File: config.mk
export PLATFORM = sky130hd
export DESIGN_NAME = tanh_lut_sync
export DESIGN_NICKNAME = d
export VERILOG_FILES = /design/src/rtl/act_pkg.sv /design/src/rtl/tanh_rom.sv /design/src/rtl/tanh_lut_sync.sv
export SDC_FILE = /design/constraint.sdc
export NUM_CORES = 1
export LEC_CHECK = 0
export CORE_MARGIN = 4
export CORE_UTILIZATION = 35
export CTS_CLUSTER_DIAMETER = 150
export CTS_CLUSTER_SIZE = 24
export DETAILED_ROUTE_END_ITERATION = 8
export PLACE_DENSITY = 0.59
export SYNTH_ARGS = -nofsm -noshare
export SYNTH_HDL_FRONTEND = slang
export SYNTH_HIERARCHICAL = 1
export SYNTH_SLANG_ARGS = --single-unit
File: constraint.sdc
create_clock -name clk -period 2.1 [get_ports clk]
set_clock_uncertainty 0.1 [all_clocks]
set_input_delay 0.42 -clock clk [delete_from_list [all_inputs] [get_ports clk]]
set_output_delay 0.42 -clock clk [all_outputs]
set_load 0.005 [all_outputs]
File: src/rtl/act_pkg.sv
// Fixed-point format shared by the tanh and sigmoid activation LUTs.
package act_pkg;

  localparam int DATA_WIDTH  = 8;
  localparam int FRACT_WIDTH = 5;
  localparam int ONE_Q       = 1 << FRACT_WIDTH;

  typedef logic signed [DATA_WIDTH-1:0] q_t;

endpackage

File: src/rtl/tanh_rom.sv
// Combinational tanh table, Q3.5 in and out, contents generated offline and checked in.
module tanh_rom
  import act_pkg::*;
#(
  parameter int AW = 8,
  parameter int DW = 8
) (
  input  logic [AW-1:0] addr,
  output logic [DW-1:0] word
);

  if (DW != DATA_WIDTH || AW > DATA_WIDTH) begin : g_bad_params
    $error("tanh_rom: DW must equal DATA_WIDTH and AW must not exceed DATA_WIDTH");
  end

  // A short address k names the full operand {k, zeros}, so one full-width table serves every AW.
  logic [DATA_WIDTH-1:0] full;
  q_t                    entry;

  always_comb begin
    full                  = '0;
    full[DATA_WIDTH-1 -: AW] = addr;
  end

  always_comb begin
    entry = '0;
    case (full)
      8'h00: entry = 8'h00; 8'h01: entry = 8'h01; 8'h02: entry = 8'h02; 8'h03: entry = 8'h03; 8'h04: entry = 8'h04; 8'h05: entry = 8'h05; 8'h06: entry = 8'h06; 8'h07: entry = 8'h07;
      8'h08: entry = 8'h08; 8'h09: entry = 8'h09; 8'h0A: entry = 8'h0A; 8'h0B: entry = 8'h0B; 8'h0C: entry = 8'h0B; 8'h0D: entry = 8'h0C; 8'h0E: entry = 8'h0D; 8'h0F: entry = 8'h0E;
      8'h10: entry = 8'h0F; 8'h11: entry = 8'h10; 8'h12: entry = 8'h10; 8'h13: entry = 8'h11; 8'h14: entry = 8'h12; 8'h15: entry = 8'h12; 8'h16: entry = 8'h13; 8'h17: entry = 8'h14;
      8'h18: entry = 8'h14; 8'h19: entry = 8'h15; 8'h1A: entry = 8'h15; 8'h1B: entry = 8'h16; 8'h1C: entry = 8'h17; 8'h1D: entry = 8'h17; 8'h1E: entry = 8'h17; 8'h1F: entry = 8'h18;
      8'h20: entry = 8'h18; 8'h21: entry = 8'h19; 8'h22: entry = 8'h19; 8'h23: entry = 8'h1A; 8'h24: entry = 8'h1A; 8'h25: entry = 8'h1A; 8'h26: entry = 8'h1B; 8'h27: entry = 8'h1B;
      8'h28: entry = 8'h1B; 8'h29: entry = 8'h1B; 8'h2A: entry = 8'h1C; 8'h2B: entry = 8'h1C; 8'h2C: entry = 8'h1C; 8'h2D: entry = 8'h1C; 8'h2E: entry = 8'h1D; 8'h2F: entry = 8'h1D;
      8'h30: entry = 8'h1D; 8'h31: entry = 8'h1D; 8'h32: entry = 8'h1D; 8'h33: entry = 8'h1D; 8'h34: entry = 8'h1E; 8'h35: entry = 8'h1E; 8'h36: entry = 8'h1E; 8'h37: entry = 8'h1E;
      8'h38: entry = 8'h1E; 8'h39: entry = 8'h1E; 8'h3A: entry = 8'h1E; 8'h3B: entry = 8'h1E; 8'h3C: entry = 8'h1F; 8'h3D: entry = 8'h1F; 8'h3E: entry = 8'h1F; 8'h3F: entry = 8'h1F;
      8'h40: entry = 8'h1F; 8'h41: entry = 8'h1F; 8'h42: entry = 8'h1F; 8'h43: entry = 8'h1F; 8'h44: entry = 8'h1F; 8'h45: entry = 8'h1F; 8'h46: entry = 8'h1F; 8'h47: entry = 8'h1F;
      8'h48: entry = 8'h1F; 8'h49: entry = 8'h1F; 8'h4A: entry = 8'h1F; 8'h4B: entry = 8'h1F; 8'h4C: entry = 8'h1F; 8'h4D: entry = 8'h1F; 8'h4E: entry = 8'h20; 8'h4F: entry = 8'h20;
      8'h50: entry = 8'h20; 8'h51: entry = 8'h20; 8'h52: entry = 8'h20; 8'h53: entry = 8'h20; 8'h54: entry = 8'h20; 8'h55: entry = 8'h20; 8'h56: entry = 8'h20; 8'h57: entry = 8'h20;
      8'h58: entry = 8'h20; 8'h59: entry = 8'h20; 8'h5A: entry = 8'h20; 8'h5B: entry = 8'h20; 8'h5C: entry = 8'h20; 8'h5D: entry = 8'h20; 8'h5E: entry = 8'h20; 8'h5F: entry = 8'h20;
      8'h60: entry = 8'h20; 8'h61: entry = 8'h20; 8'h62: entry = 8'h20; 8'h63: entry = 8'h20; 8'h64: entry = 8'h20; 8'h65: entry = 8'h20; 8'h66: entry = 8'h20; 8'h67: entry = 8'h20;
      8'h68: entry = 8'h20; 8'h69: entry = 8'h20; 8'h6A: entry = 8'h20; 8'h6B: entry = 8'h20; 8'h6C: entry = 8'h20; 8'h6D: entry = 8'h20; 8'h6E: entry = 8'h20; 8'h6F: entry = 8'h20;
      8'h70: entry = 8'h20; 8'h71: entry = 8'h20; 8'h72: entry = 8'h20; 8'h73: entry = 8'h20; 8'h74: entry = 8'h20; 8'h75: entry = 8'h20; 8'h76: entry = 8'h20; 8'h77: entry = 8'h20;
      8'h78: entry = 8'h20; 8'h79: entry = 8'h20; 8'h7A: entry = 8'h20; 8'h7B: entry = 8'h20; 8'h7C: entry = 8'h20; 8'h7D: entry = 8'h20; 8'h7E: entry = 8'h20; 8'h7F: entry = 8'h20;
      8'h80: entry = 8'hE0; 8'h81: entry = 8'hE0; 8'h82: entry = 8'hE0; 8'h83: entry = 8'hE0; 8'h84: entry = 8'hE0; 8'h85: entry = 8'hE0; 8'h86: entry = 8'hE0; 8'h87: entry = 8'hE0;
      8'h88: entry = 8'hE0; 8'h89: entry = 8'hE0; 8'h8A: entry = 8'hE0; 8'h8B: entry = 8'hE0; 8'h8C: entry = 8'hE0; 8'h8D: entry = 8'hE0; 8'h8E: entry = 8'hE0; 8'h8F: entry = 8'hE0;
      8'h90: entry = 8'hE0; 8'h91: entry = 8'hE0; 8'h92: entry = 8'hE0; 8'h93: entry = 8'hE0; 8'h94: entry = 8'hE0; 8'h95: entry = 8'hE0; 8'h96: entry = 8'hE0; 8'h97: entry = 8'hE0;
      8'h98: entry = 8'hE0; 8'h99: entry = 8'hE0; 8'h9A: entry = 8'hE0; 8'h9B: entry = 8'hE0; 8'h9C: entry = 8'hE0; 8'h9D: entry = 8'hE0; 8'h9E: entry = 8'hE0; 8'h9F: entry = 8'hE0;
      8'hA0: entry = 8'hE0; 8'hA1: entry = 8'hE0; 8'hA2: entry = 8'hE0; 8'hA3: entry = 8'hE0; 8'hA4: entry = 8'hE0; 8'hA5: entry = 8'hE0; 8'hA6: entry = 8'hE0; 8'hA7: entry = 8'hE0;
      8'hA8: entry = 8'hE0; 8'hA9: entry = 8'hE0; 8'hAA: entry = 8'hE0; 8'hAB: entry = 8'hE0; 8'hAC: entry = 8'hE0; 8'hAD: entry = 8'hE0; 8'hAE: entry = 8'hE0; 8'hAF: entry = 8'hE0;
      8'hB0: entry = 8'hE0; 8'hB1: entry = 8'hE0; 8'hB2: entry = 8'hE0; 8'hB3: entry = 8'hE1; 8'hB4: entry = 8'hE1; 8'hB5: entry = 8'hE1; 8'hB6: entry = 8'hE1; 8'hB7: entry = 8'hE1;
      8'hB8: entry = 8'hE1; 8'hB9: entry = 8'hE1; 8'hBA: entry = 8'hE1; 8'hBB: entry = 8'hE1; 8'hBC: entry = 8'hE1; 8'hBD: entry = 8'hE1; 8'hBE: entry = 8'hE1; 8'hBF: entry = 8'hE1;
      8'hC0: entry = 8'hE1; 8'hC1: entry = 8'hE1; 8'hC2: entry = 8'hE1; 8'hC3: entry = 8'hE1; 8'hC4: entry = 8'hE1; 8'hC5: entry = 8'hE2; 8'hC6: entry = 8'hE2; 8'hC7: entry = 8'hE2;
      8'hC8: entry = 8'hE2; 8'hC9: entry = 8'hE2; 8'hCA: entry = 8'hE2; 8'hCB: entry = 8'hE2; 8'hCC: entry = 8'hE2; 8'hCD: entry = 8'hE3; 8'hCE: entry = 8'hE3; 8'hCF: entry = 8'hE3;
      8'hD0: entry = 8'hE3; 8'hD1: entry = 8'hE3; 8'hD2: entry = 8'hE3; 8'hD3: entry = 8'hE4; 8'hD4: entry = 8'hE4; 8'hD5: entry = 8'hE4; 8'hD6: entry = 8'hE4; 8'hD7: entry = 8'hE5;
      8'hD8: entry = 8'hE5; 8'hD9: entry = 8'hE5; 8'hDA: entry = 8'hE5; 8'hDB: entry = 8'hE6; 8'hDC: entry = 8'hE6; 8'hDD: entry = 8'hE6; 8'hDE: entry = 8'hE7; 8'hDF: entry = 8'hE7;
      8'hE0: entry = 8'hE8; 8'hE1: entry = 8'hE8; 8'hE2: entry = 8'hE9; 8'hE3: entry = 8'hE9; 8'hE4: entry = 8'hE9; 8'hE5: entry = 8'hEA; 8'hE6: entry = 8'hEB; 8'hE7: entry = 8'hEB;
      8'hE8: entry = 8'hEC; 8'hE9: entry = 8'hEC; 8'hEA: entry = 8'hED; 8'hEB: entry = 8'hEE; 8'hEC: entry = 8'hEE; 8'hED: entry = 8'hEF; 8'hEE: entry = 8'hF0; 8'hEF: entry = 8'hF0;
      8'hF0: entry = 8'hF1; 8'hF1: entry = 8'hF2; 8'hF2: entry = 8'hF3; 8'hF3: entry = 8'hF4; 8'hF4: entry = 8'hF5; 8'hF5: entry = 8'hF5; 8'hF6: entry = 8'hF6; 8'hF7: entry = 8'hF7;
      8'hF8: entry = 8'hF8; 8'hF9: entry = 8'hF9; 8'hFA: entry = 8'hFA; 8'hFB: entry = 8'hFB; 8'hFC: entry = 8'hFC; 8'hFD: entry = 8'hFD; 8'hFE: entry = 8'hFE; 8'hFF: entry = 8'hFF;
      default: entry = '0;
    endcase
  end

  assign word = entry;

endmodule

File: src/rtl/tanh_lut_sync.sv
// Registered tanh activation: top-AW-bit address into the tanh table, one clock of latency.
module tanh_lut_sync #(
  parameter int AW          = 8,
  parameter int DW          = 8,
  parameter int DATA_WIDTH  = act_pkg::DATA_WIDTH,
  parameter int FRACT_WIDTH = act_pkg::FRACT_WIDTH
) (
  input  logic                  clk,
  input  logic                  rst,
  input  logic [DATA_WIDTH-1:0] a,
  output logic [DW-1:0]         y
);

  if (DW != DATA_WIDTH || AW > DATA_WIDTH) begin : g_bad_params
    $error("tanh_lut_sync: DW must equal DATA_WIDTH and AW must not exceed DATA_WIDTH");
  end

  // The checked-in table was generated for one Q format only.
  if (DATA_WIDTH != act_pkg::DATA_WIDTH || FRACT_WIDTH != act_pkg::FRACT_WIDTH) begin : g_bad_format
    $error("tanh_lut_sync: table contents only exist for the act_pkg Q format");
  end

  logic [AW-1:0] addr;
  logic [DW-1:0] word;

  assign addr = a[DATA_WIDTH-1 -: AW];

  tanh_rom #(
    .AW(AW),
    .DW(DW)
  ) u_rom (
    .addr(addr),
    .word(word)
  );

  always_ff @(posedge clk) begin
    if (rst) y <= '0;
    else     y <= word;
  end

endmodule

* After elaboration in Yosys (flattened, before gate mapping)
Memory sizes are Yosys's and may differ from the RTL's. A register that Yosys moved wholly into a read port is not among the register bits.
Cells that the tools add are included.
Widths: inputs -> output; s select.
** Storage, ports and cells
- Input port bits :: 10
- ROM bits :: 2048
- Logic and storage cells :: 1
- Register bits :: 0
- Memories :: 1
** Memory list
- (no name shown) :: words 256, bits a word 8, rd ports 1, clocked after memory_dff 1, wr ports 0, line tanh_rom.sv:27 : case (full)

* Depth between registers and ports, before layout
Gate-level depths: netlist (run 1).
- Depth after elaboration :: 0
- Mapped depth :: 9

* Modules after synthesis
Netlist (run 1), hierarchy kept.
** Modules (own cells, without submodules)
- tanh_rom :: instances 1, area each 755.7 µm², sequential area each 0.0 µm², cells an instance 116
- tanh_lut_sync :: instances 1, area each 210.2 µm², sequential area each 160.2 µm², cells an instance 16

* Worst setup path before layout (run 1)
Ideal clock, no wire load.
- Path kind :: input port to flip-flop
- Start :: in a[0]
- End :: reg y[0]
- Path buffers :: 0
- Path slack :: 0.218 ns
- Data required time :: 1.886 ns
- Stages :: 7
- Arrival :: 1.668 ns
- Cells stage by stage :: inv_1 -> ha_1 -> mux2_1 -> mux4_2 -> nor2_1 -> o211ai_1 -> nor2b_1
** RTL lines
- start, declared :: line tanh_lut_sync.sv:10 : input logic [DATA_WIDTH-1:0] a,
- end, declared :: line tanh_lut_sync.sv:11 : output logic [DW-1:0] y

==> impl_metrics.ini, run 1 <==
[timing]
worst_pin_slew_ns = 0.317
maxSlewHeadroom = 0.786
fin_crit_ns = 2.05
rsz0062_at_grt = no
final-hold-violation-count = 0
finalSetupViolations = 0
hold-worst-slack_ns = 0.797
slew_violations = 0
min_period_over_period = 0.976
fmax_mhz = 488

[place]
place_area_sq_um = 1380
portBuffers = 17
gp_congestion = 0.878
dpl.hpwl_um = 2180
post-place-cells = 203

[cells_and_area]
final_common_cell = buf_4
final_nets = 198
largest_reg_flops = 8
fin_area_sq_um = 1400
drive_gt1_frac = 0.244
diodes = 0
instances_no_fill = 206
fin_util = 0.549
largest_register = y
layout_common_cells = 32 x buf_4, 16 x a21oi_1, 13 x clkdlybuf4s50_1
biggestRegsByFlops = y x8
syn_to_final_growth_pct = 44.7

[worst_setup_path]
startpoint_type = input port
end_kind = register
critPathMaxFanout = 6
required_ns = 2.12
critPathKind = in -> reg
critPathArrivalTime_ns = 2.07

[global_routing]
antenna_found_initial = 0
grt-busiest-layer = met2
grt_first_pass_wirelength_um = 4320
grt-ovfl-total = 0
grt_pass1_vias = 1034
met3_usage = 0.00638
grt_max_degree = 17
grt_use_total = 0.151
grtUsageMet2 = 0.290
grtUsageMet1 = 0.168

[floorplan]
die_h_um = 60.5
core_area_sq_um = 2540
die_area_sq_um = 3660
initial_core_util = 0.380
rows = 18
pin_count = 18
die_w_um = 60.5

[yosys]
synthArstFlopShare = 0
ys_seq_elements = 8
yosys.cell_types.count = 37
synth_cells = 132
synth_edf_count = 0
syn-num-nets = 152
ys.flop_type = dfxtp_1
ys_warn_count = 6
yosysSeqAreaShare = 0.166
syn_area_sq_um = 966
syn_avg_cell_area_sq_um = 7.32

[detailed_routing]
first_iter_violations = 45
final_antenna_net_count = 0
drc = 0
num_vias = 1099
vias_per_cell = 5.33
wl_per_cell_um = 13.0
dr.pass1.iters = 4
routed_wl_um = 2690

[worst_hold_path]
hold_path_class = in -> reg
hold_end = y[3]
whs_path_depth = 4
hold_start = a[5]

[pwr]
ir_worst_vdd_uv = 301
power_density_nw_per_um2 = 371
total_power_mw = 0.518
p_leak_nw = 0.626

[clocking]
cts_max_level = 1
post_cts_buffers = 0
cts_buffers = 3
cts.root.buffer_cell = clkbuf_4
clock_sinks = 8
path_clk_slew_ns = 0.05
cts_tree = yes
cts_buffer_depth = 2

[flow_run]
max_cap_viol_count = 0

[status]
outcome = finished, final reports clean
[power breakdown]
group          switching (mW)  internal (mW)  leakage, nW
Clock                  0.0466         0.0650       0.0138
Sequential            0.00228          0.162       0.0663
Combinational           0.113          0.129        0.546
[how the worst max path moves through the flow]
stage | startpoint | endpoint | slack, ns | depth (start not counted)
floorplan | a[0] | y[0] | 0.22 | 7
global placement | a[0] | y[0] | -0.42 | 8
detailed placement | a[0] | y[0] | -0.46 | 8
CTS | a[0] | y[0] | 0.03 | 8
global route | a[1] | y[0] | 0.0009 | 9
finish | a[1] | y[0] | 0.05 | 8
[critical path, cell delays in order]
cell and delay, ns:
dlygate4sd2_1 0.26, buf_6 0.13, ha_2 0.18, mux2_1 0.30, mux4_2 0.47, nor2_2 0.09
o211ai_1 0.08, nor2b_1 0.14
[cell usage after synthesis, drive strengths merged, types with 2 or more instances]
cell,count,area (sq um)
a21oi,16,80.1
nor2b,11,68.8
o21ai,11,55.1
ha,10,125
nand2,10,37.5
nor2,10,37.5
inv,9,33.8
buf,8,58.8
dfxtp,8,160
nand3,4,20.0
mux2i,3,30.0
a211oi,2,15.0
a21o,2,15.0
clkbuf,2,7.51
nand3b,2,15.0
o21a,2,15.0
o21bai,2,15.0
o311ai,2,17.5
xnor2,2,17.5
[cells by family (layout without fill, tap and decap cells)]
group,count (synthesis),after routing,share of synthesized area
buffers and inverters,19,63,0.104
adders and majority gates,10,10,0.130
DFF,8,8,0.166
muxes,5,5,0.0661
xor gates and xnor gates,2,2,0.0181
and+or+nand+nor,41,41,0.210
AOI/OAI and AO/OA,47,47,0.307
[timing repair]
item                       4_1_cts  5_1_grt
pin swaps                        1        2
setup endpoints to repair        4        2
resized for setup                8        4
hold buffers                     0        0
[per-stage QoR]
stage          setup slack (ns)  setup TNS, ns
2_1_floorplan             0.218              0
3_3_place_gp             -0.416          -1.65
3_5_place_dp             -0.460          -1.78
4_1_cts                  0.0328              0
5_1_grt                0.000936              0
6_report                 0.0508              0
[per-layer routing]
metal  wire length [um]  share of wire
met3                120          0.045
met4                 33          0.012
met1               1160           0.43
met2               1370           0.51
met5                  0              0
[layout make-up]
type / count / area (sq um)
clock buffer: 3 / 22.5
fill: 263 / 1150
inverter: 9 / 33.8
multi-input combinational: 105 / 711
sequential: 8 / 160
tap: 30 / 37.5
timing repair buffer: 51 / 433
(Power assumes the default switching activity.)
==> inputs of run 2 (changes only) <==
Settings changed: CORE_MARGIN 4 to not set.
==> impl_metrics.ini, run 2 (synthesized netlist as in run 1, its figures left out) <==
[worst_setup_path]
critPathArrivalTime_ns = 2.04
end_kind = register
startpoint_type = input port
critPathMaxFanout = 3
required_ns = 2.13
critPathKind = in -> reg

[clocking]
path_clk_slew_ns = 0.05
postCtsHoldBufs = 0
cts_buffers = 3
cts.root.buffer_cell = clkbuf_4
clock_sinks = 8
post_cts_buffers = 0
cts_buffer_depth = 2
cts_max_level = 1
cts_tree = yes

[detailed_routing]
wl_per_cell_um = 12.3
num_vias = 1120
vias_per_cell = 5.36
routed_wl_um = 2560
dr.pass1.iters = 4
first_iter_violations = 18
drc = 0
final_antenna_net_count = 0

[timing]
setup_ws_ns = 0.0813
maxSlewHeadroom = 0.801
min_period_over_period = 0.961
fin_crit_ns = 2.02
rsz0062_at_grt = no
worst_pin_slew_ns = 0.298
final-hold-violation-count = 0
finalSetupViolations = 0
slew_violations = 0
fmax_mhz = 495

[pwr]
power_density_nw_per_um2 = 366
ir_worst_vdd_uv = 287
pwr-share-comb = 0.468
clkPwrFrac = 0.214
p_leak_nw = 0.640
power_frac_seq = 0.318
p_sw_frac = 0.307
p_switching_mw = 0.159
internal-power_mw = 0.359

[cells_and_area]
drive_gt1_frac = 0.251
diodes = 0
layout_common_cells = 37 x buf_4, 15 x a21oi_1, 14 x clkdlybuf4s50_1
fill_cells = 254
largest_reg_flops = 8
fin_area_sq_um = 1420
final_common_cell = buf_4
syn_to_final_growth_pct = 46.5
biggestRegsByFlops = y x8
final_nets = 201
largest_register = y

[flow_run]
max_cap_viol_count = 0

[place]
gp_congestion = 0.846
dp_worst_setup_slack_ns = -0.405
dpl.hpwl_um = 2100
portBuffers = 17
place_area_sq_um = 1390

[floorplan]
rows = 18
pin_count = 18
initial_core_util = 0.380
core_area_sq_um = 2540
die_w_um = 54.5
die_area_sq_um = 2970
die_h_um = 54.5

[worst_hold_path]
hold_path_class = in -> reg

[global_routing]
grt_pass1_vias = 997
antenna_found_initial = 0
grt_first_pass_wirelength_um = 4160
grt_max_degree = 17
grt-ovfl-total = 0
grt_use_total = 0.190

[status]
outcome = finished, final reports clean
## run 2: final timing paths
path	start	endpoint	cells past startpoint
setup / recovery	a[1]	y[0]	8
hold / removal	a[5]	y[3]	4
## run 2: power groups by stage
stage               Sequential (mW)  Clock, mW  Combinational, mW
floorplan                     0.170          0              0.121
global placement              0.168          0              0.237
detailed placement            0.168          0              0.238
CTS                           0.165      0.114              0.238
global route                  0.166      0.120              0.267
finish                        0.165      0.111              0.242
## run 2: through the flow
step / TNS (ns) / util / cells / hold WS [ns] / power [mW]
after floorplan: 0 / - / 132 / 0.392 / 0.291
after global placement: -1.72 / 0.544 / 206 / 1.02 / 0.405
after detailed placement: -1.85 / 0.544 / 206 / 1.02 / 0.406
after CTS: 0 / 0.553 / 209 / 0.803 / 0.517
after global routing: 0 / 0.556 / 209 / 0.845 / 0.553
final: 0 / 0.556 / 209 / 0.797 / 0.518
## run 2: layer usage
metal / part of all wire / GRT usage / wire (um)
met2: 0.53 / 0.368 / 1370
met1: 0.42 / 0.215 / 1070
met3: 0.043 / 0.0194 / 110
met4: 0.0055 / 0.0513 / 14
met5: 0 / 0 / 0
## run 2: area by class of cell
type,instances,area [sq um],area share
clock buffers,3,22.5,0.0159
inverters,9,33.8,0.0239
multi-input cells,105,716,0.506
flip-flops and latches,8,160,0.113
well taps,30,37.5,0.0265
repair buffers,54,445,0.315
## run 2: critical path, cell delays in order
cell           delay [ns]
dlygate4sd2_1        0.25
buf_4                0.14
ha_1                 0.19
mux2_4               0.27
mux4_2               0.45
nor2_1               0.11
o211ai_1             0.08
nor2b_1              0.13
## run 2: what timing repair did
action                     CTS  global route
resized for setup            5             5
setup endpoints to repair    5             5
pin swaps                    1             1
